**config.mk**
```make
export PLATFORM = sky130hd
export DESIGN_NAME = card_display_bank
export DESIGN_NICKNAME = d
export VERILOG_FILES = /design/src/rtl/card_disp_pkg.sv /design/src/rtl/card_seg_rom.sv /design/src/rtl/card_display_bank.sv
export SDC_FILE = /design/constraint.sdc
export NUM_CORES = 1
export LEC_CHECK = 0
export ABC_CLOCK_PERIOD_IN_PS = 1600
export CAP_MARGIN = 20
export CORE_UTILIZATION = 30
export DETAILED_ROUTE_END_ITERATION = 16
export MAX_ROUTING_LAYER = met4
export PLACE_DENSITY = 0.58
export SLEW_MARGIN = 20
export SYNTH_ARGS = -nofsm -noshare
export SYNTH_HDL_FRONTEND = slang
export SYNTH_SLANG_ARGS = --single-unit
export TNS_END_PERCENT = 100
```
**constraint.sdc**
```tcl
create_clock -name slow_clock -period 1.6 [get_ports slow_clock]
set_input_delay 0.32 -clock slow_clock [delete_from_list [all_inputs] [get_ports slow_clock]]
set_output_delay 0.32 -clock slow_clock [all_outputs]
set_load 0.005 [all_outputs]
```
**src/rtl/card_disp_pkg.sv**
```systemverilog
// card_disp_pkg: shared types and constants for the card display bank.
//   - chan_state_e : per-channel display state
//   - GLYPH_*      : active-low seven-segment patterns, order {g,f,e,d,c,b,a}
//   - CARD_MIN/MAX : legal card range (Ace..King)
//   - card_valid() : range check used on load
package card_disp_pkg;

  typedef enum logic [1:0] {
    ST_EMPTY  = 2'd0,
    ST_REVEAL = 2'd1,
    ST_SHOW   = 2'd2
  } chan_state_e;

  localparam logic [3:0] CARD_MIN = 4'd1;
  localparam logic [3:0] CARD_MAX = 4'd13;

  localparam logic [6:0] BLANK     = 7'b1111111;
  localparam logic [6:0] GLYPH_0   = BLANK;       // no card held
  localparam logic [6:0] GLYPH_1   = 7'b0001000;  // A
  localparam logic [6:0] GLYPH_2   = 7'b0100100;
  localparam logic [6:0] GLYPH_3   = 7'b0110000;
  localparam logic [6:0] GLYPH_4   = 7'b0011001;
  localparam logic [6:0] GLYPH_5   = 7'b0010010;
  localparam logic [6:0] GLYPH_6   = 7'b0000010;
  localparam logic [6:0] GLYPH_7   = 7'b1111000;
  localparam logic [6:0] GLYPH_8   = 7'b0000000;
  localparam logic [6:0] GLYPH_9   = 7'b0010000;
  localparam logic [6:0] GLYPH_10  = 7'b1000000;  // shown as "0"
  localparam logic [6:0] GLYPH_11  = 7'b1100001;  // J
  localparam logic [6:0] GLYPH_12  = 7'b0011000;  // Q
  localparam logic [6:0] GLYPH_13  = 7'b0001001;  // K

  function automatic logic card_valid(input logic [3:0] c);
    return (c >= CARD_MIN) && (c <= CARD_MAX);
  endfunction

endpackage

```
**src/rtl/card_seg_rom.sv**
```systemverilog
// card_seg_rom: combinational card-value to seven-segment decoder.
//   card  in  4  card value (1..13 legal)
//   seg   out 7  active-low glyph {g,f,e,d,c,b,a}; blank for 0/14/15
module card_seg_rom
  import card_disp_pkg::*;
(
  input  logic [3:0] card,
  output logic [6:0] seg
);

  always_comb begin
    seg = BLANK;
    case (card)
      4'd1:    seg = GLYPH_1;
      4'd2:    seg = GLYPH_2;
      4'd3:    seg = GLYPH_3;
      4'd4:    seg = GLYPH_4;
      4'd5:    seg = GLYPH_5;
      4'd6:    seg = GLYPH_6;
      4'd7:    seg = GLYPH_7;
      4'd8:    seg = GLYPH_8;
      4'd9:    seg = GLYPH_9;
      4'd10:   seg = GLYPH_10;
      4'd11:   seg = GLYPH_11;
      4'd12:   seg = GLYPH_12;
      4'd13:   seg = GLYPH_13;
      default: seg = GLYPH_0;
    endcase
  end

endmodule

```
**src/rtl/card_display_bank.sv**
```systemverilog
// card_display_bank: NUM_CARDS independent card displays. Each channel
// latches new_card on its load bit, blinks the glyph BLINK_TICKS times
// (REVEAL), then holds it (SHOW). Segment outputs are registered.
//   slow_clock  in   system clock, rising edge
//   resetb      in   async active-low reset
//   load        in   per-channel load strobe (level, sampled each edge)
//   new_card    in   card value shared by all channels
//   clear       in   sync clear of all channels, wins over load
//   hex_out     out  7 bits per channel, channel i at [7i+6:7i]
//   busy        out  OR of per-channel REVEAL
module card_display_bank
  import card_disp_pkg::*;
#(
  parameter int NUM_CARDS   = 3,
  parameter int BLINK_TICKS = 4,
  parameter int ACTIVE_LOW  = 1
) (
  input  logic                   slow_clock,
  input  logic                   resetb,
  input  logic [NUM_CARDS-1:0]   load,
  input  logic [3:0]             new_card,
  input  logic                   clear,
  output logic [7*NUM_CARDS-1:0] hex_out,
  output logic                   busy
);

  localparam int              CNT_W     = $clog2(2*BLINK_TICKS);
  localparam logic [CNT_W-1:0] CNT_LAST = CNT_W'(2*BLINK_TICKS-1);
  localparam logic [6:0]      OUT_BLANK = (ACTIVE_LOW != 0) ? BLANK : ~BLANK;

  logic [NUM_CARDS-1:0] in_reveal;

  assign busy = |in_reveal;

  for (genvar g = 0; g < NUM_CARDS; g++) begin : g_chan
    chan_state_e      state_q, state_nx;
    logic [3:0]       card_q, card_nx;
    logic [CNT_W-1:0] cnt_q, cnt_nx;
    logic [6:0]       glyph, seg_d, hex_q;

    always_ff @(posedge slow_clock or negedge resetb) begin
      if (!resetb) begin
        state_q <= ST_EMPTY;
        card_q  <= '0;
        cnt_q   <= '0;
      end else begin
        state_q <= state_nx;
        card_q  <= card_nx;
        cnt_q   <= cnt_nx;
      end
    end

    always_comb begin
      state_nx = state_q;
      card_nx  = card_q;
      cnt_nx   = cnt_q;
      if (clear) begin
        state_nx = ST_EMPTY;
        card_nx  = '0;
        cnt_nx   = '0;
      end else if (load[g]) begin
        // Load restarts from any state, including mid-REVEAL.
        cnt_nx = '0;
        if (card_valid(new_card)) begin
          state_nx = ST_REVEAL;
          card_nx  = new_card;
        end else begin
          state_nx = ST_EMPTY;
          card_nx  = '0;
        end
      end else begin
        case (state_q)
          ST_REVEAL: begin
            if (cnt_q == CNT_LAST) begin
              state_nx = ST_SHOW;
              cnt_nx   = '0;
            end else begin
              cnt_nx = cnt_q + CNT_W'(1);
            end
          end
          default: ;
        endcase
      end
    end

    card_seg_rom u_rom (
      .card (card_q),
      .seg  (glyph)
    );

    // Even counter frames show the glyph, odd frames are blank.
    always_comb begin
      seg_d = BLANK;
      case (state_q)
        ST_SHOW:   seg_d = glyph;
        ST_REVEAL: seg_d = cnt_q[0] ? BLANK : glyph;
        default:   seg_d = BLANK;
      endcase
    end

    always_ff @(posedge slow_clock or negedge resetb) begin
      if (!resetb) hex_q <= OUT_BLANK;
      else         hex_q <= (ACTIVE_LOW != 0) ? seg_d : ~seg_d;
    end

    assign in_reveal[g]      = (state_q == ST_REVEAL);
    assign hex_out[7*g +: 7] = hex_q;
  end

endmodule

```
==> flow_metrics.tcl, run 1 <==
set metrics [dict create \
    status "finished with violations" \
    violations "DRC" \
    regArea_mm2 0.001227 \
    dp.cells 417 \
    skew_ns 0.007295 \
    async_flop_share_pct 100.0 \
    grt_usage_pct 13.20 \
    critPathArrivalTime_ns 1.16 \
    grt-ovfl-total 0 \
    core_area_mm2 0.009196 \
    grt_max_degree 49 \
    post-place-ws_ns -0.005192 \
    route.detailed.wl_per_inst_um 13.24 \
    setup_violations 0 \
    multi_input_area_mm2 0.001439 \
    hold_path_class "input port to asynchronous set/reset pin" \
    area_delta_synth_final_pct 23.54 \
    grt_pass1_vias 2063 \
    fin_nets 357 \
    setup_slack_ns 0.1196 \
    clk_pin_slew_ns 0.08 \
    slowest_delay_ns 0.38 \
    dieWidth_um 99.37 \
    h-tree-depth 2 \
    io_buffers 31 \
    cts_tree "yes" \
    antenna_found_initial 0 \
    rows 35 \
    synth_edf_count 0 \
    synth_warnings 0 \
    cts_sinks 48 \
    cts_root_buffer "clkbuf_8" \
    grt_pass1_wl_mm 9.984 \
    power.density_mw_per_mm2 796.5 \
    die_height_um 99.37 \
    viasPerCell 4.718 \
    critPathLaunchType "flip-flop" \
    final_layout_size_suffix_gt1_share_pct 26.73 \
    hold_viol 0 \
    worst_hold_slack_ns 0.5259 \
    crit_slowest_cell "dfrtp_1" \
    critical_path.cell_chain "inv_1, ha_2, inv_1, nand3_1, buf_2" \
    initial_core_util_pct 30.93 \
    wl_mm 5.678 \
    crit_path_max_fanout 2 \
    final_cell_mix "buf_4 (29), ha_1 (27), dfrtp_1 (27), dfstp_2 (21), dlygate4sd2_1 (21)" \
    slew_violations 0 \
    gp_congestion 0.7762 \
    period_share_pct 92.52 \
    die_area_mm2 0.009873 \
    final_common_cell "buf_4" \
    synth_seq_cells 48 \
    ys_seq_area_share_pct 43.16 \
    crit_top_cell "inv_1" \
    syn_nets 303 \
    rsz0062_at_grt "false" \
    nFillCells 928 \
    worst-path-buf-inv 3 \
    cts_buffers 5 \
    post-route-drc-count 2 \
    synth_area_mm2 0.002844 \
    p_total_mw 2.799 \
    drt_iter0_markers 75 \
    ant_nets 0 \
    n_antenna_cell 0 \
    crit_type "flip-flop to output pin" \
    vdd_drop_max_uv 365.7 \
    final_cells 429 \
    avgSynthCellArea_um2 10.81 \
    syn_inst 263 \
    vias 2024 \
    clock_latency_ns 0.30 \
    crit_family "flip-flops" \
    tightest_slew_ns 0.4241 \
    critPathCaptureType "output pin" \
    power.leakage_nw 1.542 \
    first_pass_iters 10 \
    hpwl_mm 4.178 \
    timing.max_cap.violations 0 \
    period_minus_slack_ns 1.480 \
    timing.fmax_ghz 0.6755 \
    synth_cell_types 47 \
    cts_buffer_depth 2 \
    slew-limit-headroom_pct 71.73 \
    cp.required_ns 1.28 \
    ios 32 \
    yosys_most_used_dff "dfrtp_1" \
]
[cells by family after synthesis]
kind of cell	after synthesis	synth area share [%]
and+or+nand+nor	67	12.14
muxes	18	7.655
xor gates and xnor gates	1	0.3080
AOI/OAI and AO/OA	63	17.03
DFF	48	43.16
buffers and inverters	36	6.511
adders and majority gates	30	13.20
[worst min-delay path: stages]
cell and delay (ns):
dlygate4sd3_1 0.52, buf_2 0.12, buf_12 0.25
[what timing repair did]
action | CTS | global route
hold endpoints to repair | 7 | 0
setup endpoints to repair | 22 | 1
gates resized for setup | 30 | 0
pin swaps | 0 | 0
hold buffers | 1 | 0
buffers inserted | 2 | 1
[synthesized netlist by cell type, drive strengths merged (2+ instances only)]
cell type  instances  area [um^2]
o22ai              2        12.51
o41ai              3        48.80
a211o              2        17.52
nand2b             4        25.02
o31ai              3        27.52
a21o               3        22.52
a211oi             6        45.04
nand2              7        26.28
dfrtp             27        675.7
nand3b             3        22.52
a21oi             11        66.32
o21a               2        15.01
a31oi              2        12.51
nor3b              5        37.54
o21ai             16        87.58
inv               21        78.83
a21boi             4        41.29
buf               15        106.3
mux2i             15        150.1
mux4               3        67.56
nand3              2        10.01
or2                2        12.51
dfstp             21        551.8
nor2              20        77.58
a22o               2        17.52
nor2b              7        43.79
nor3              15        75.07
ha                30        375.4
[metal layers]
metal	global-route usage [%]	up-vias	routed length, um
met5	-	-	0
met4	5.090	0	98
met3	1.897	6	96
met2	21.42	20	2652
met1	16.67	972	2830
li1	-	1026	-
[path summary, 6_finish.rpt]
check	startpoint	end	slack, ns	depth (start not counted)
setup / recovery	g_chan[2].state_q[1]	busy	0.12	5
hold / removal	resetb	g_chan[2].cnt_q[0]	0.53	3
setup reg to reg	g_chan[0].card_q[1]	g_chan[0].hex_q[4]	0.13	4
hold reg to reg	g_chan[0].state_q[1]	g_chan[0].state_q[1]	0.56	2
max in group asynchronous	resetb	g_chan[1].hex_q[5]	0.78	3
min in group slow_clock	g_chan[0].state_q[1]	g_chan[0].state_q[1]	0.56	2
[state kept, by name (all words and copies together), names as in the netlist]
signal          count
g_chan.card_q      12
g_chan.hex_q       21
g_chan.cnt_q        9
g_chan.state_q      6
[metrics by stage]
| step | util (%) | instance area, um^2 | TNS, ns |
|---|---|---|---|
| CTS | 38.12 | 3506 | 0 |
| global route | 38.20 | 3513 | 0 |
| finish | 38.20 | 3513 | 0 |
| global placement | 36.94 | 3397 | 0 |
| floorplan | - | 2844 | 0 |
| detailed placement | 36.94 | 3397 | -0.005192 |
[area by class of cell]
class	count	area share (%)
Clock buffer	6	2.066
Clock inverter	2	0.9972
Inverter	21	2.244
Multi-Input combinational cell	179	40.95
Sequential cell	48	34.94
Tap cell	111	3.953
Timing Repair Buffer	62	14.85
[power breakdown]
group / internal (mW) / switching, mW / leakage, nW / total [mW]
registers: 1.33 / 0.0451 / 0.588 / 1.37
logic: 0.278 / 0.284 / 0.899 / 0.563
clock network: 0.464 / 0.401 / 0.0552 / 0.865
total: 2.07 / 0.730 / 1.54 / 2.80
No activity file was read; power rests on OpenSTA's default activity.
==> inputs of run 2 (changes only) <==
Settings changed: PLACE_DENSITY 0.58 to 0.49.
==> flow_metrics.tcl, run 2 (synthesis gave the netlist of run 1 again) <==
set metrics [dict create \
    crit_path_max_fanout 2 \
    antenna_found_initial 0 \
    vdd_drop_max_uv 385.2 \
    status "finished clean" \
    final_util_pct 38.19 \
    timing.max_cap.violations 0 \
    viasPerCell 4.752 \
    cts_sinks 48 \
    cp.required_ns 1.28 \
    fin_nets 355 \
    grt-ovfl-total 0 \
    n_antenna_cell 0 \
    rsz0062_at_grt "false" \
    clock_latency_ns 0.30 \
    cts_root_buffer "clkbuf_8" \
    die_area_mm2 0.009873 \
    drt_iter0_markers 62 \
    hold_viol 0 \
    setup_violations 0 \
    cts_tree "yes" \
    final_layout_size_suffix_gt1_share_pct 26.58 \
    io_buffers 31 \
    critPathCaptureType "output pin" \
    hpwl_mm 4.233 \
    slew_violations 0 \
    post-route-drc-count 0 \
    skew_ns 0.005868 \
    power.density_mw_per_mm2 829.3 \
    period_minus_slack_ns 1.509 \
    clk_pin_slew_ns 0.10 \
    ff2ff_path_depth 4 \
    critPathArrivalTime_ns 1.19 \
    reg.largest.list "g_chan.hex_q: 21 flops, g_chan.card_q: 12 flops, g_chan.cnt_q: 9 flops" \
    final_cell_mix "ha_1 (28), buf_4 (28), dfrtp_1 (27), dfstp_2 (21), dlygate4sd2_1 (21)" \
    ant_nets 0 \
    ios 32 \
    timing.fmax_ghz 0.6626 \
    hold_path_class "input port to asynchronous set/reset pin" \
    dieWidth_um 99.37 \
    tightest_slew_ns 0.4267 \
    largest_reg_flops 21 \
    power.leakage_nw 1.542 \
    route.detailed.wl_per_inst_um 13.38 \
    area_delta_synth_final_pct 23.49 \
    cts_buffer_depth 2 \
    grt_pass1_vias 2017 \
    gp_congestion 0.7655 \
    first_pass_iters 4 \
    initial_core_util_pct 30.93 \
    h-tree-depth 2 \
    fin_setup_tns_ns 0 \
    rows 35 \
    period_share_pct 94.32 \
    critPathLaunchType "flip-flop" \
    final_cells 427 \
    core_area_mm2 0.009196 \
    slew-limit-headroom_pct 71.55 \
    grt_max_degree 40 \
    wl_mm 5.712 \
    die_height_um 99.37 \
    crit_type "flip-flop to output pin" \
    grt_usage_pct 13.22 \
    grt_pass1_wl_mm 9.991 \
    vias 2029 \
    largest_register "g_chan.hex_q" \
    dp.cells 416 \
    cts_buffers 5 \
]
[run 2: changes by cell type in the layout (fill, tap and decap cells not counted), sizes merged]
cell | before | now
clkbuf | 6 | 7
buf | 32 | 31
clkinv | 1 | 0
dlygate4sd3 | 1 | 0
[run 2: critical path, stage by stage (launching register included)]
cell	delay, ns
dfrtp_1	0.39
ha_1	0.21
inv_1	0.08
nand3_1	0.08
buf_2	0.13
[run 2: power by group]
part           internal [mW]  switching (mW)  total (mW)  leakage, nW
registers               1.33          0.0451        1.37        0.588
clock network          0.552           0.426       0.979       0.0645
logic                  0.279           0.284       0.563        0.890
[run 2: timing repair]
action	4_1_cts	5_1_grt
endpoints found under the setup margin	22	1
setup buffers	3	0
hold buffers	0	0
gates resized for setup	27	2
[run 2: worst paths after layout]
path | from | slack (ns) | endpoint
worst max register to register | g_chan[0].card_q[1] | 0.12 | g_chan[0].hex_q[4]
worst min-delay path | resetb | 0.11 | g_chan[1].hex_q[0]
worst max-delay path | g_chan[1].state_q[0] | 0.09 | busy
max in group asynchronous | resetb | 1.18 | g_chan[2].hex_q[2]
min in group slow_clock | g_chan[2].state_q[1] | 0.56 | g_chan[2].state_q[1]
worst min register to register | g_chan[2].state_q[1] | 0.56 | g_chan[2].state_q[1]
[run 2: layer usage]
metal | share of wire, % | up-vias | GRT usage [%] | wire, um
li1 | - | 1025 | - | -
met2 | 46 | 21 | 20.51 | 2655
met4 | 1.0 | 0 | 3.394 | 59
met5 | 0 | - | - | 0
met1 | 51 | 979 | 17.90 | 2903
met3 | 1.6 | 4 | 2.319 | 94
[run 2: per-stage QoR]
step	instance area [um^2]	hold slack, ns	total power, mW	setup slack [ns]
final	3512	0.1097	2.913	0.09087
after global routing	3512	0.1408	3.077	0.004159
after CTS	3510	0.1170	2.957	0.06753
after detailed placement	3390	0.4622	1.999	0.02333
after global placement	3390	0.4496	1.995	0.01796
after floorplan	2844	0.02441	1.722	0.1127
[run 2: layout make-up]
class                      instances  area, um^2
tap                              111       138.9
multi-input combinational        179        1436
timing repair buffer              60       504.2
fill                             936        5684
sequential                        48        1227
clock inverter                     1       30.03
inverter                          21       78.83
clock buffer                       7       96.34
==> inputs of run 3 (changes only) <==
Settings changed: ABC_CLOCK_PERIOD_IN_PS 1600 to 1300, DONT_BUFFER_PORTS from default to 1, PLACE_DENSITY 0.49 to 0.46.
Clock period 1.6 ns to 1.3 ns, I/O delays scaled along.
==> flow_metrics.tcl, run 3 (synthesis gave the netlist of run 1 again) <==
set metrics [dict create \
    status "finished with violations" \
    violations "hold timing, setup timing" \
    hpwl_mm 4.148 \
    wl_mm 6.129 \
    crit_type "flip-flop to output pin" \
    slowest_delay_ns 0.43 \
    critical_path.cell_chain "ha_4, inv_1, nand3_4" \
    largest_reg_flops 21 \
    tightest_slew_ns 0.4992 \
    critPathCaptureType "output pin" \
    worst-path-buf-inv 1 \
    fin_nets 348 \
    power.leakage_nw 1.579 \
    worst_hold_slack_ns -0.3467 \
    hold_path_class "input port to asynchronous set/reset pin" \
    initial_core_util_pct 30.93 \
    io_buffers 0 \
    cts_sinks 48 \
    die_area_mm2 0.009873 \
    crit_family "flip-flops" \
    largest_register "g_chan.hex_q" \
    nFillCells 895 \
    clk_pin_slew_ns 0.09 \
    clock_latency_ns 0.29 \
    cts_root_buffer "clkbuf_8" \
    cts_tree "yes" \
    h-tree-depth 2 \
    dieWidth_um 99.37 \
    grt_usage_pct 13.12 \
    final_common_cell "buf_4" \
    timing.fmax_ghz 0.7147 \
    first_pass_iters 4 \
    period_minus_slack_ns 1.399 \
    rows 35 \
    area_delta_synth_final_pct 28.73 \
    fin_setup_tns_ns -0.3690 \
    cts_buffer_depth 2 \
    p_total_mw 3.378 \
    final_cell_area_mm2 0.003661 \
    setup_slack_ns -0.09925 \
    post-route-drc-count 0 \
    r2r-start "g_chan[0].card_q[0]" \
    critPathArrivalTime_ns 1.14 \
    cp.required_ns 1.04 \
    die_height_um 99.37 \
    timing.max_cap.violations 0 \
    cts_buffers 5 \
    skew_ns 0.003585 \
    period_share_pct 107.6 \
    viasPerCell 4.843 \
    slew-limit-headroom_pct 66.36 \
    power.density_mw_per_mm2 922.6 \
    setup_violations 5 \
    drt_iter0_markers 42 \
    slew_violations 0 \
    hold_viol 48 \
    ios 32 \
    antenna_found_initial 0 \
    gp_congestion 0.7891 \
    final_layout_size_suffix_gt1_share_pct 49.51 \
    ant_nets 0 \
    grt-ovfl-total 0 \
    crit_path_max_fanout 6 \
    vias 2034 \
    grt_pass1_wl_mm 9.825 \
    critPathLaunchType "flip-flop" \
    reg.largest.list "g_chan.hex_q: 21 flops, g_chan.card_q: 12 flops, g_chan.cnt_q: 9 flops" \
    grt_max_degree 49 \
    dpl_cell_area_mm2 0.003224 \
    route.detailed.wl_per_inst_um 14.59 \
    core_area_mm2 0.009196 \
    vdd_drop_max_uv 460.2 \
    final_cell_mix "buf_4 (46), dfrtp_1 (23), dfstp_2 (21), nor2_1 (17), ha_1 (16)" \
    grt_pass1_vias 1928 \
    crit_slowest_cell "dfrtp_1" \
    startpoint "g_chan[2].state_q[0]" \
    n_antenna_cell 0 \
    rsz0062_at_grt "true" \
]
[run 3: worst paths after layout]
check / end / slack (ns) / cells after the start
max reg2reg: g_chan[0].hex_q[4] / -0.09 / 4
max in group asynchronous: g_chan[0].hex_q[4] / 1.47 / 0
min reg2reg: g_chan[2].cnt_q[1] / 0.59 / 2
max: busy / -0.1 / 3
min in group slow_clock: g_chan[1].state_q[1] / 0.02 / 1
min: g_chan[1].state_q[1] / -0.35 / 0
[run 3: final cells by class]
type                            count  area (um^2)  area share, %
Clock buffer                        8        100.1          2.734
Inverter                           21        88.84          2.427
Multi-Input combinational cell    179         1678          45.83
Sequential cell                    48         1232          33.66
Tap cell                          111        138.9          3.794
Timing Repair Buffer               53        422.9          11.55
[run 3: timing repair]
item                                    CTS  global route
gates resized for setup                  27            37
pin swaps                                 5            11
endpoints found under the setup margin   16            25
setup buffers                             6             6
endpoints found under the hold margin    48            50
[run 3: metal layers]
layer / GRT usage (%) / up-vias / part of all wire [%]
li1: - / 1007 / -
met1: 17.15 / 996 / 49
met2: 20.41 / 27 / 46
met3: 2.952 / 4 / 3.3
met4: 3.733 / 0 / 1.2
met5: - / - / 0
[run 3: stage by stage]
step                std cells  utilization (%)  worst slack (ns)
floorplan                 263                -          -0.06906
global placement          400            35.06          -0.09458
detailed placement        400            35.06           -0.1077
CTS                       413            37.62           -0.1228
global route              420            39.81           -0.1487
finish                    420            39.81          -0.09925
[run 3: worst reg2reg max path: cells and delay by family (launching register included)]
family	cells	cell delay, ns
buffers and inverters	1	0.09
adders and majority gates	1	0.20
AOI/OAI and AO/OA	1	0.12
muxes	1	0.46
DFF	1	0.46
[run 3: power by group]
| part | internal, mW | total (mW) | switching (mW) | leakage, nW |
|---|---|---|---|---|
| logic | 0.370 | 0.681 | 0.310 | 0.946 |
| clock network | 0.487 | 0.982 | 0.495 | 0.0515 |
| registers | 1.64 | 1.72 | 0.0792 | 0.582 |
